<file path="src/rtl/loader_pkg.sv">
// Shared types and stream framing constants for the program loader.
// The stream is a 2-byte little-endian length header followed by one byte pair per instruction word.
package loader_pkg;

  typedef enum logic [2:0] {
    IDLE,
    LEN_LO,
    LEN_HI,
    INS_LO,
    INS_HI,
    RUN,
    FINISHED,
    ERROR
  } state_t;

  localparam int unsigned HDR_BYTES      = 2;
  localparam int unsigned BYTES_PER_WORD = 2;

  // Bits of an instruction high byte that must be zero (only bit 0 carries data).
  localparam logic [7:0] HI_BYTE_PAD_MASK = 8'hFE;

  function automatic logic is_loading(input state_t s);
    return (s == LEN_LO) || (s == LEN_HI) || (s == INS_LO) || (s == INS_HI);
  endfunction

endpackage

</file>
<file path="src/rtl/instr_packer.sv">
// Assembles a low/high byte pair into one W-bit instruction word and issues
// a single-cycle ROM write strobe when the high byte passes the pad check.
module instr_packer
  import loader_pkg::*;
#(
  parameter int unsigned D = 12,
  parameter int unsigned W = 9
) (
  input  logic         clk,
  input  logic         reset,
  input  logic         lo_en,
  input  logic         hi_en,
  input  logic [7:0]   byte_in,
  input  logic [D-1:0] index,
  output logic         pad_ok,
  output logic         wr_en,
  output logic [D-1:0] addr,
  output logic [W-1:0] data
);

  logic [7:0] lo_q;

  assign pad_ok = (byte_in & HI_BYTE_PAD_MASK) == 8'h00;

  always_ff @(posedge clk or posedge reset) begin
    if (reset) begin
      lo_q  <= '0;
      wr_en <= 1'b0;
      addr  <= '0;
      data  <= '0;
    end else begin
      wr_en <= hi_en & pad_ok;
      if (lo_en) lo_q <= byte_in;
      if (hi_en && pad_ok) begin
        addr <= index;
        data <= {byte_in[W-9:0], lo_q};
      end
    end
  end

endmodule

</file>
<file path="src/rtl/prog_loader.sv">
// Streams a length-prefixed program into the instruction ROM, releases the
// core from reset, and measures the run length until the core reports done.
module prog_loader
  import loader_pkg::*;
#(
  parameter int unsigned D  = 12,
  parameter int unsigned W  = 9,
  parameter int unsigned CW = 32
) (
  input  logic          clk,
  input  logic          reset,
  input  logic          start,
  input  logic [7:0]    in_data,
  input  logic          in_valid,
  output logic          in_ready,
  output logic          imem_wr_en,
  output logic [D-1:0]  imem_addr,
  output logic [W-1:0]  imem_data,
  output logic          core_reset,
  input  logic          core_done,
  output logic          busy,
  output logic          finished,
  output logic          error,
  output logic [CW-1:0] cycle_count
);

  state_t state, state_n;

  logic          xfer;
  logic          accept_start;
  logic          lo_en, hi_en, pad_ok;
  logic          len_hi_bad;
  logic [7:0]    len_lo;
  logic [D-1:0]  len, len_full, idx;
  logic [CW-1:0] cnt_inc;

  assign xfer         = in_valid & in_ready;
  assign accept_start = start && ((state == IDLE) || (state == FINISHED) || (state == ERROR));
  assign lo_en        = xfer && (state == INS_LO);
  assign hi_en        = xfer && (state == INS_HI);
  assign len_hi_bad   = in_data[7:D-8] != '0;
  assign len_full     = {in_data[D-9:0], len_lo};
  assign cnt_inc      = cycle_count + CW'(1);

  instr_packer #(
    .D(D),
    .W(W)
  ) u_packer (
    .clk    (clk),
    .reset  (reset),
    .lo_en  (lo_en),
    .hi_en  (hi_en),
    .byte_in(in_data),
    .index  (idx),
    .pad_ok (pad_ok),
    .wr_en  (imem_wr_en),
    .addr   (imem_addr),
    .data   (imem_data)
  );

  always_ff @(posedge clk or posedge reset) begin
    if (reset) state <= IDLE;
    else       state <= state_n;
  end

  always_comb begin
    state_n = state;
    case (state)
      IDLE, FINISHED, ERROR: if (start) state_n = LEN_LO;
      LEN_LO: if (xfer) state_n = LEN_HI;
      LEN_HI: if (xfer) state_n = (len_hi_bad || len_full == '0) ? ERROR : INS_LO;
      INS_LO: if (xfer) state_n = INS_HI;
      INS_HI: begin
        if (xfer) begin
          if (!pad_ok)                state_n = ERROR;
          else if (idx == len - D'(1)) state_n = RUN;
          else                        state_n = INS_LO;
        end
      end
      // First RUN edge only releases core_reset; done/timeout count from then on.
      RUN: begin
        if (!core_reset) begin
          if (core_done)           state_n = FINISHED;
          else if (cnt_inc == '1)  state_n = ERROR;
        end
      end
      default: state_n = IDLE;
    endcase
  end

  always_ff @(posedge clk or posedge reset) begin
    if (reset) begin
      in_ready    <= 1'b0;
      core_reset  <= 1'b1;
      busy        <= 1'b0;
      finished    <= 1'b0;
      error       <= 1'b0;
      cycle_count <= '0;
      len_lo      <= '0;
      len         <= '0;
      idx         <= '0;
    end else begin
      in_ready   <= is_loading(state_n);
      busy       <= is_loading(state_n) || (state_n == RUN);
      finished   <= state_n == FINISHED;
      error      <= state_n == ERROR;
      core_reset <= !((state == RUN) && (state_n == RUN));

      if (accept_start)                             cycle_count <= '0;
      else if ((state == RUN) && !core_reset)       cycle_count <= cnt_inc;

      if (xfer && (state == LEN_LO)) len_lo <= in_data;
      if (xfer && (state == LEN_HI)) len    <= len_full;

      if (accept_start)          idx <= '0;
      else if (hi_en && pad_ok)  idx <= idx + D'(1);
    end
  end

endmodule

</file>
<file path="config.mk">
export PLATFORM = sky130hd
export DESIGN_NAME = prog_loader
export DESIGN_NICKNAME = d
export VERILOG_FILES = /design/src/rtl/loader_pkg.sv /design/src/rtl/instr_packer.sv /design/src/rtl/prog_loader.sv
export SDC_FILE = /design/constraint.sdc
export NUM_CORES = 1
export LEC_CHECK = 0
export BUFFER_PORTS_ARGS = -buffer_cell sky130_fd_sc_hd__buf_2
export CAP_MARGIN = 10
export CORE_MARGIN = 4
export CORE_UTILIZATION = 36
export CTS_CLUSTER_DIAMETER = 120
export DETAILED_ROUTE_END_ITERATION = 8
export GPL_ROUTABILITY_DRIVEN = 0
export SYNTH_ARGS = -nofsm -noshare
export SYNTH_HDL_FRONTEND = slang
export SYNTH_SLANG_ARGS = --single-unit
</file>
<file path="constraint.sdc">
create_clock -name clk -period 9.3 [get_ports clk]
set_clock_uncertainty 0.2 [all_clocks]
set_input_delay 2.325 -clock clk [delete_from_list [all_inputs] [get_ports clk]]
set_output_delay 2.325 -clock clk [all_outputs]
set_load 0.005 [all_outputs]
</file>
Word level (Yosys, flattened, before mapping)
Index checks and enable logic that the tools add are counted.
- bits in registers: 102
- output and inout bits: 59
- logic and storage cells: 75
- $add $sub $neg: 3
- equality and inequality tests: 16
- muxes and demuxes: 16
- bitwise gates (word level): 2
- reductions and logical operators: 24
- operator list (cell ; count):
    32-bit two-way mux ; 2
    3-bit two-way mux ; 11
    32-bit by 1-bit adder with 32-bit output, second input constant ; 1
    32-bit == test, second input constant ; 1
    3-bit == test, second input constant ; 8
    12-bit two-way mux ; 2
    3-bit one-hot mux with 6 select lines ; 1
    12-bit by 1-bit adder with 12-bit output, second input constant ; 1
    12-bit == test ; 1
    3-bit by 2-bit == test with 1-bit output, second input constant ; 4
    12-bit zero test ; 1
    12-bit by 1-bit subtractor with 12-bit output, second input constant ; 1
    1-bit logical AND ; 8
    8-bit zero test ; 1
    1-bit logical OR ; 7
    3-bit by 1-bit == test with 1-bit output, second input constant ; 2
    2-bit nonzero test ; 2
    4-bit nonzero test ; 1
    3-bit zero test ; 1
    3-bit OR reduction ; 1
    1-bit bitwise AND ; 2
    1-bit zero test ; 2

Depth between registers and ports, before layout
Gate-level depths: netlist of run 1.
- depth in word-level cells: 11
- gate-level depth with buffers: 10
- gate-level depth less buffers: 10

By module
A second synthesis of run 1 with hierarchy kept.
- cell total of the unflattened synthesis: 570
- area total of the unflattened synthesis: 5616.6 um^2
- by module, submodules not included (module ; times used ; cells each ; area an instance (um^2) ; seq. area each (um^2)):
    prog_loader ; 1 ; 502 ; 4383.0 ; 1803.0
    instr_packer ; 1 ; 68 ; 1233.7 ; 750.7

Worst setup path after synthesis of run 1
OpenSTA, ideal clock, no wires.
- path type: in2reg
- from: input in_data[4]
- to: register idx[5]
- library setup time: 0.078 ns
- arrival: 4.171 ns
- path slack: 4.851 ns
- cell stages on the path: 8
- cell sequence: nor4_1 nand4_1 or3_1 clkbuf_1 clkinv_1 nand4_1 or3_1 a21oi_1
- longest elaborated chain between the ends: 3
- ends and longest elaborated chain (item ; line ; RTL):
    from (decl) ; prog_loader.sv:13 ; input logic [7:0] in_data,
    8-bit zero test ; instr_packer.sv:23 ; assign pad_ok = (byte_in & HI_BYTE_PAD_MASK) == 8'h00;
    1-bit logical AND ; prog_loader.sv:116 ; else if (hi_en && pad_ok) idx <= idx + D'(1);
    2-bit nonzero test (no line) ; n/a ;
    to (signal assigned) ; prog_loader.sv:116 ;
    to (decl) ; prog_loader.sv:34 ; logic [D-1:0] len, len_full, idx;
No other way between the ends.
A chain may end at the register's enable or synchronous reset.

Worst setup path after layout of run 1
- from: input in_data[4]
- to: register idx[7]
Same word-level chain as after synthesis.

==> metrics.txt, run 1 <==
outcome=completed; register clock-pin slew on the reported worst setup and hold paths=approximately 0.080 ns; Switch Pwr=0.0004391 W; worst-case reg-to-reg path depth=9; flops & latches, synth=102; Post-Route Setup TNS=0 ns; hold path cells=2; vias in the first global route=between 4000 and 5000; Sw Share=0.3367; Fin. Hold Viols=0; GR Overflow Total=0; fraction of power consumed by sequential logic=0.461; number of max-cap violations=0; CP max FO=26; worst endpoint required time=9.38 ns; Fmax=199.0 MHz; Gate power share=0.250; post-route cell area=just over 0.006 mm^2; RR Endpoint=in_ready; hold wc startpoint=u_packer.addr[3]; Die Area=0.01690 mm^2; drt first pass iters=4; Fill cells=1462; row cnt=44; Cell variety after synth=between 60 and 70; top post-synthesis cells by count=dfrtp_1, nand2_1, o21ai_0, nor2_1, clkbuf_1; min-delay worst type=flop to flop; power per cell area=211.4 mW/mm^2; Net Count, Synth=roughly 600; final wirelength=~13 mm; Clock Sinks=102; Synth top area share=0.4717; Residual DRC=0; pin count of the biggest net entering global routing=54; count of input and output buffers=71; Crit Path Class=input pin to flop; layout net count=659; Die Y=130.0 um; DR WL/cell=15.68 um; core area=~0.015 mm^2; total CTS buffers=9; Final setup viols=0; crit share post-route=0.5402; first-pass GRT wire length=around 22 mm; Post-synth EDFFs=0; Syn Inst Count=about 590; Antenna Cells=0; Root Driver=clkbuf_16; Area Overhead vs Synth=15.16%; static leakage=roughly 2.8 nW; share of cells above drive strength 1=0.2071; post-synth top area cell=dfrtp_1; ranking of synthesized cells by area=dfrtp_1, nand2_1, mux2_2; HPWL after DPL=9.194 mm; Post-Synth XOR/XNOR Area=0.04577; FF-to-FF Start=cycle_count[0]; syn avg cell area=9.127 um^2; # Post-CTS Setup Buffers=0; synthesized cell area=0.005358 mm^2; actual slew at the worst max-slew pin=1.103 ns; yosys warns=0; Peak VDD IR=around 0.00012 V; area fraction in compound gates after synthesis=0.1399; top_reg_cell synth=dfrtp_1; CP Capture Type=flop; Initial Util=0.3686; Total GRT Usage=0.1599; max-slew violations=0; CTS tree=yes; largest family of logic cells by synthesized area=simple AND/OR/NAND/NOR gates; DRT antenna net count=0; post-CTS resize count=0; post-synthesis adder-cell area fraction=0.009341; detailed-route via count=4550; Synth Area in Simple Gates=0.2391; Min-Delay Endpoint=u_packer.addr[3]; cts hold-fix bufs=0; H-tree depth=3; crit path DAT=5.11 ns; P_int=0.0008650 W; Max Root-Sink Buffers=2; IO Pins=72; top-count cell post-synth=dfrtp_1; Placed Area=0.005869 mm^2; FF-to-FF setup slack=5.83 ns; sequential share of the synthesized area=0.4766; drt initial violations=374; Clock Power Share=0.289; vias per std cell=5.475; clock period minus worst slack=5.024 ns; initial antenna violation count=0; proportion of synthesized area in mux cells=0.05628; setup repair after global routing missed its margin=false; clock latency at the later pin of the worst-skew pair=0.36 ns; Slew HR=0.2577; startpoint types=input pin; Die Width=~130 um; Post-synth ARST share=1.000
[stage by stage]
stage                       util  total power [W]  worst slack (ns)  hold WS, ns  std cells
after CTS                 0.4245         0.001319             4.297       0.2721        831
after detailed placement  0.4038        0.0009369             3.897       0.2573        815
after global placement    0.4038        0.0009301             4.033       0.2513        815
after global routing      0.4245         0.001382             3.962       0.2976        831
final                     0.4245         0.001304             4.276       0.2706        831
after floorplan                -        0.0008479             4.101       0.2331        587
[placed cells by master, fill, tap and decap left out, drive strengths merged, types with 8 or more instances in the layout]
master / netlist / final
a21oi: 23 / 23
buf: 4 / 78
clkbuf: 30 / 9
dfrtp: 101 / 101
inv: 11 / 14
mux2: 25 / 25
nand2: 98 / 98
nand3: 29 / 29
nand4: 19 / 19
nor2: 42 / 42
nor3: 12 / 12
nor4: 11 / 11
o21ai: 56 / 56
o31ai: 8 / 8
xnor2: 13 / 13
xor2: 15 / 15
[cell families (layout without fill, tap and decap cells)]
kind of cell               Yosys count  in the layout
DFF                                102            102
muxes                               27             27
buffers and inverters               46            106
adders and majority gates            4              4
AOI/OAI and AO/OA                  122            122
xor gates and xnor gates            28             28
and+or+nand+nor                    258            258
[sequential cells by signal (all words and copies together) (netlist names)]
name / cells
finished: 1
u_packer.lo_q: 8
idx: 12
len: 12
state: 3
in_ready: 1
len_lo: 8
cycle_count: 32
error: 1
u_packer.wr_en: 1
u_packer.data: 9
u_packer.addr: 12
busy: 1
core_reset: 1
[cell type report]
cell class              instances  area (um^2)  share of cell area
multi-input cells             439         2630              0.4263
flip-flops and latches        102         2554              0.4139
repair buffers                 78        407.9             0.06611
well taps                     184        230.2             0.03731
clock buffers                   9        225.2             0.03650
clock inverters                 7        75.07             0.01217
inverters                      12        47.55            0.007706
[how the worst max path moves through the flow]
stage / cells past startpoint / to / start
final: 9 / idx[7] / in_data[4]
after global routing: 9 / idx[7] / in_data[4]
after CTS: 9 / idx[7] / in_data[4]
after detailed placement: 9 / idx[7] / in_data[4]
after global placement: 9 / idx[5] / in_data[4]
after floorplan: 1 / busy / reset
[power by group through the flow]
stage          Sequential (W)  Combinational, W  Clock [W]
6_report             0.000601          0.000326   0.000377
5_1_grt              0.000616          0.000363   0.000403
4_1_cts              0.000602          0.000329   0.000388
3_5_place_dp         0.000610          0.000327          0
3_3_place_gp         0.000610          0.000320          0
2_1_floorplan        0.000573          0.000274          0
[critical path: stages]
cell      delay [ns]
buf_2           0.11
nor4_1          0.42
nand4_1         0.23
or3_1           0.72
clkinv_1        0.12
buf_4           0.28
nand4_1         0.31
or3_1           0.42
a21oi_1         0.15
[per-layer routing]
layer  up-vias  part of all wire  GRT usage
met3        16             0.052    0.02415
met2       123              0.45     0.2396
met1      2209              0.48     0.2338
met5         -                 0          0
li1       2202                 -          -
met4         0             0.018    0.06174
No activity file was read; power rests on OpenSTA's default activity.
==> inputs of run 2 (changes only) <==
clock period = 4.4 ns   (was 9.3 ns; I/O delays follow)
==> run 2 against run 1 <==
  * Total power rose by 120%
  * Non-clock buffer count rose by 3
  * Wire length rose by 2.8%
  * Worst hold slack barely moved
  * Via count fell by 0.22%
  * Utilization rose by 0.30 points
  * Clock power rose by 120%
  * Count of clock-buffer cells in the layout did not move
  * Critical path depth fell by 1
  * First-iteration DRC count rose by 28%
  * Combinational power rose by 110%
  * Largest power group unchanged
  * Critical path type is now flop to flop
  * Sequential power rose by 110%
==> metrics.txt, run 2 (synthesis results as in run 1) <==
initial antenna violation count=0; layout net count=662; HPWL after DPL=9.300 mm; number of max-cap violations=0; hold path cells=2; worst endpoint required time=between 4 and 5 ns; FF-to-FF setup slack=just over 1 ns; actual slew at the worst max-slew pin=1.058 ns; Sw Share=0.3440; hold wc startpoint=u_packer.data[8]; count of input and output buffers=71; fraction of power consumed by sequential logic=0.455; worst-case reg-to-reg path depth=8; Switch Pwr=0.0009662 W; vias in the first global route=4340; Clock Power Share=0.296; total CTS buffers=9; power per cell area=452.1 mW/mm^2; setup repair after global routing missed its margin=false; crit share post-route=0.7662; register clock-pin slew on the reported worst setup and hold paths=0.08 ns; Die Y=130.0 um; Residual DRC=0; Root Driver=clkbuf_16; Layout Utilization=0.4275; min-delay worst type=flop to flop; crit path DAT=3.41 ns; Post-Route Setup TNS=0 ns; Area Overhead vs Synth=15.97%; Initial Util=0.3686; H-tree depth=3; Total GRT Usage=0.1640; Placed Instances=818; hold_ws=0.2711 ns; core area=around 0.015 mm^2; IO Pins=72; P_int=around 0.0018 W; post-route cell area=approximately 0.0062 mm^2; Peak VDD IR=around 0.00021 V; DRT antenna net count=0; post-CTS resize count=0; Min-Delay Endpoint=u_packer.data[8]; most frequent cells in the layout=dfrtp_1, nand2_1, buf_2; Finished Layout Cells=approximately 830; startpoint types=flop; Die Area=0.01690 mm^2; FF-to-FF Start=len[6]; CP Capture Type=flop; Max Root-Sink Buffers=2; Final setup viols=0; pin count of the biggest net entering global routing=85; Crit Path Class=flop to flop; outcome=completed; first-pass GRT wire length=22.38 mm; vias per std cell=5.444; RR Endpoint=state[1]; Die Width=roughly 130 um; Slew HR=0.2943; static leakage=about 2.9 nW; Fin. Hold Viols=0; final wirelength=13.39 mm; most common cell after layout, fill and taps aside=dfrtp_1; drt first pass iters=5; Antenna Cells=0; Biggest register=cycle_count; DR WL/cell=roughly 16 um; clock period minus worst slack=3.371 ns; max-slew violations=0; max FFs per register=32; row cnt=44; clock latency at the later pin of the worst-skew pair=0.36 ns; cts hold-fix bufs=0; Clock Sinks=about 100; Fmax=296.6 MHz; CTS tree=yes; detailed-route via count=4540; drt initial violations=477; Gate power share=0.249; CP max FO=5; # Post-CTS Setup Buffers=0; share of cells above drive strength 1=0.2108; Placed Area=0.005892 mm^2; GR Overflow Total=0
run 2: layout make-up:
class	instances	area [um^2]
Fill cell	1495	8320
Clock buffer	9	225.2
Clock inverter	7	96.34
Multi-Input combinational cell	439	2630
Sequential cell	102	2554
Timing Repair Buffer	81	430.4
Tap cell	184	230.2
Inverter	12	47.55
run 2: worst max-delay path, stage by stage, from the launching register on:
cell and delay (ns):
dfrtp_1 0.44, or2_1 0.27, or4_4 0.45, o31a_1 0.31, a2111oi_0 0.40, nand4_1 0.26, o311ai_2 0.48, nand3_1 0.19
or2_1 0.25
run 2: metal layers:
metal / vias up / share of wire / global-route usage
met5: - / 0 / 0
met4: 0 / 0.017 / 0.05318
met3: 18 / 0.047 / 0.03438
met2: 115 / 0.46 / 0.2490
met1: 2194 / 0.48 / 0.2351
li1: 2213 / - / -
run 2: worst max path at each step:
| stage | start | endpoint | slack, ns | cells past startpoint |
|---|---|---|---|---|
| detailed placement | in_data[4] | idx[10] | 0.71 | 9 |
| global route | len[6] | state[1] | 0.66 | 8 |
| global placement | in_data[4] | idx[10] | 0.85 | 9 |
| floorplan | reset | busy | 0.43 | 1 |
| CTS | cycle_count[0] | in_ready | 1.04 | 9 |
| finish | len[6] | state[1] | 1.03 | 8 |
run 2: per-stage QoR:
stage,total power [W],setup slack [ns]
6_report,0.002809,1.029
5_1_grt,0.002997,0.6578
4_1_cts,0.002837,1.045
3_5_place_dp,0.001991,0.7140
3_3_place_gp,0.001965,0.8538
2_1_floorplan,0.001792,0.4262
run 2: power by group through the flow:
stage	combinational, W	sequential (W)	clock [W]
after global placement	0.000676	0.00129	0
final	0.000700	0.00128	0.000831
after global routing	0.000793	0.00130	0.000900
after CTS	0.000704	0.00128	0.000857
after detailed placement	0.000698	0.00129	0
after floorplan	0.000580	0.00121	0
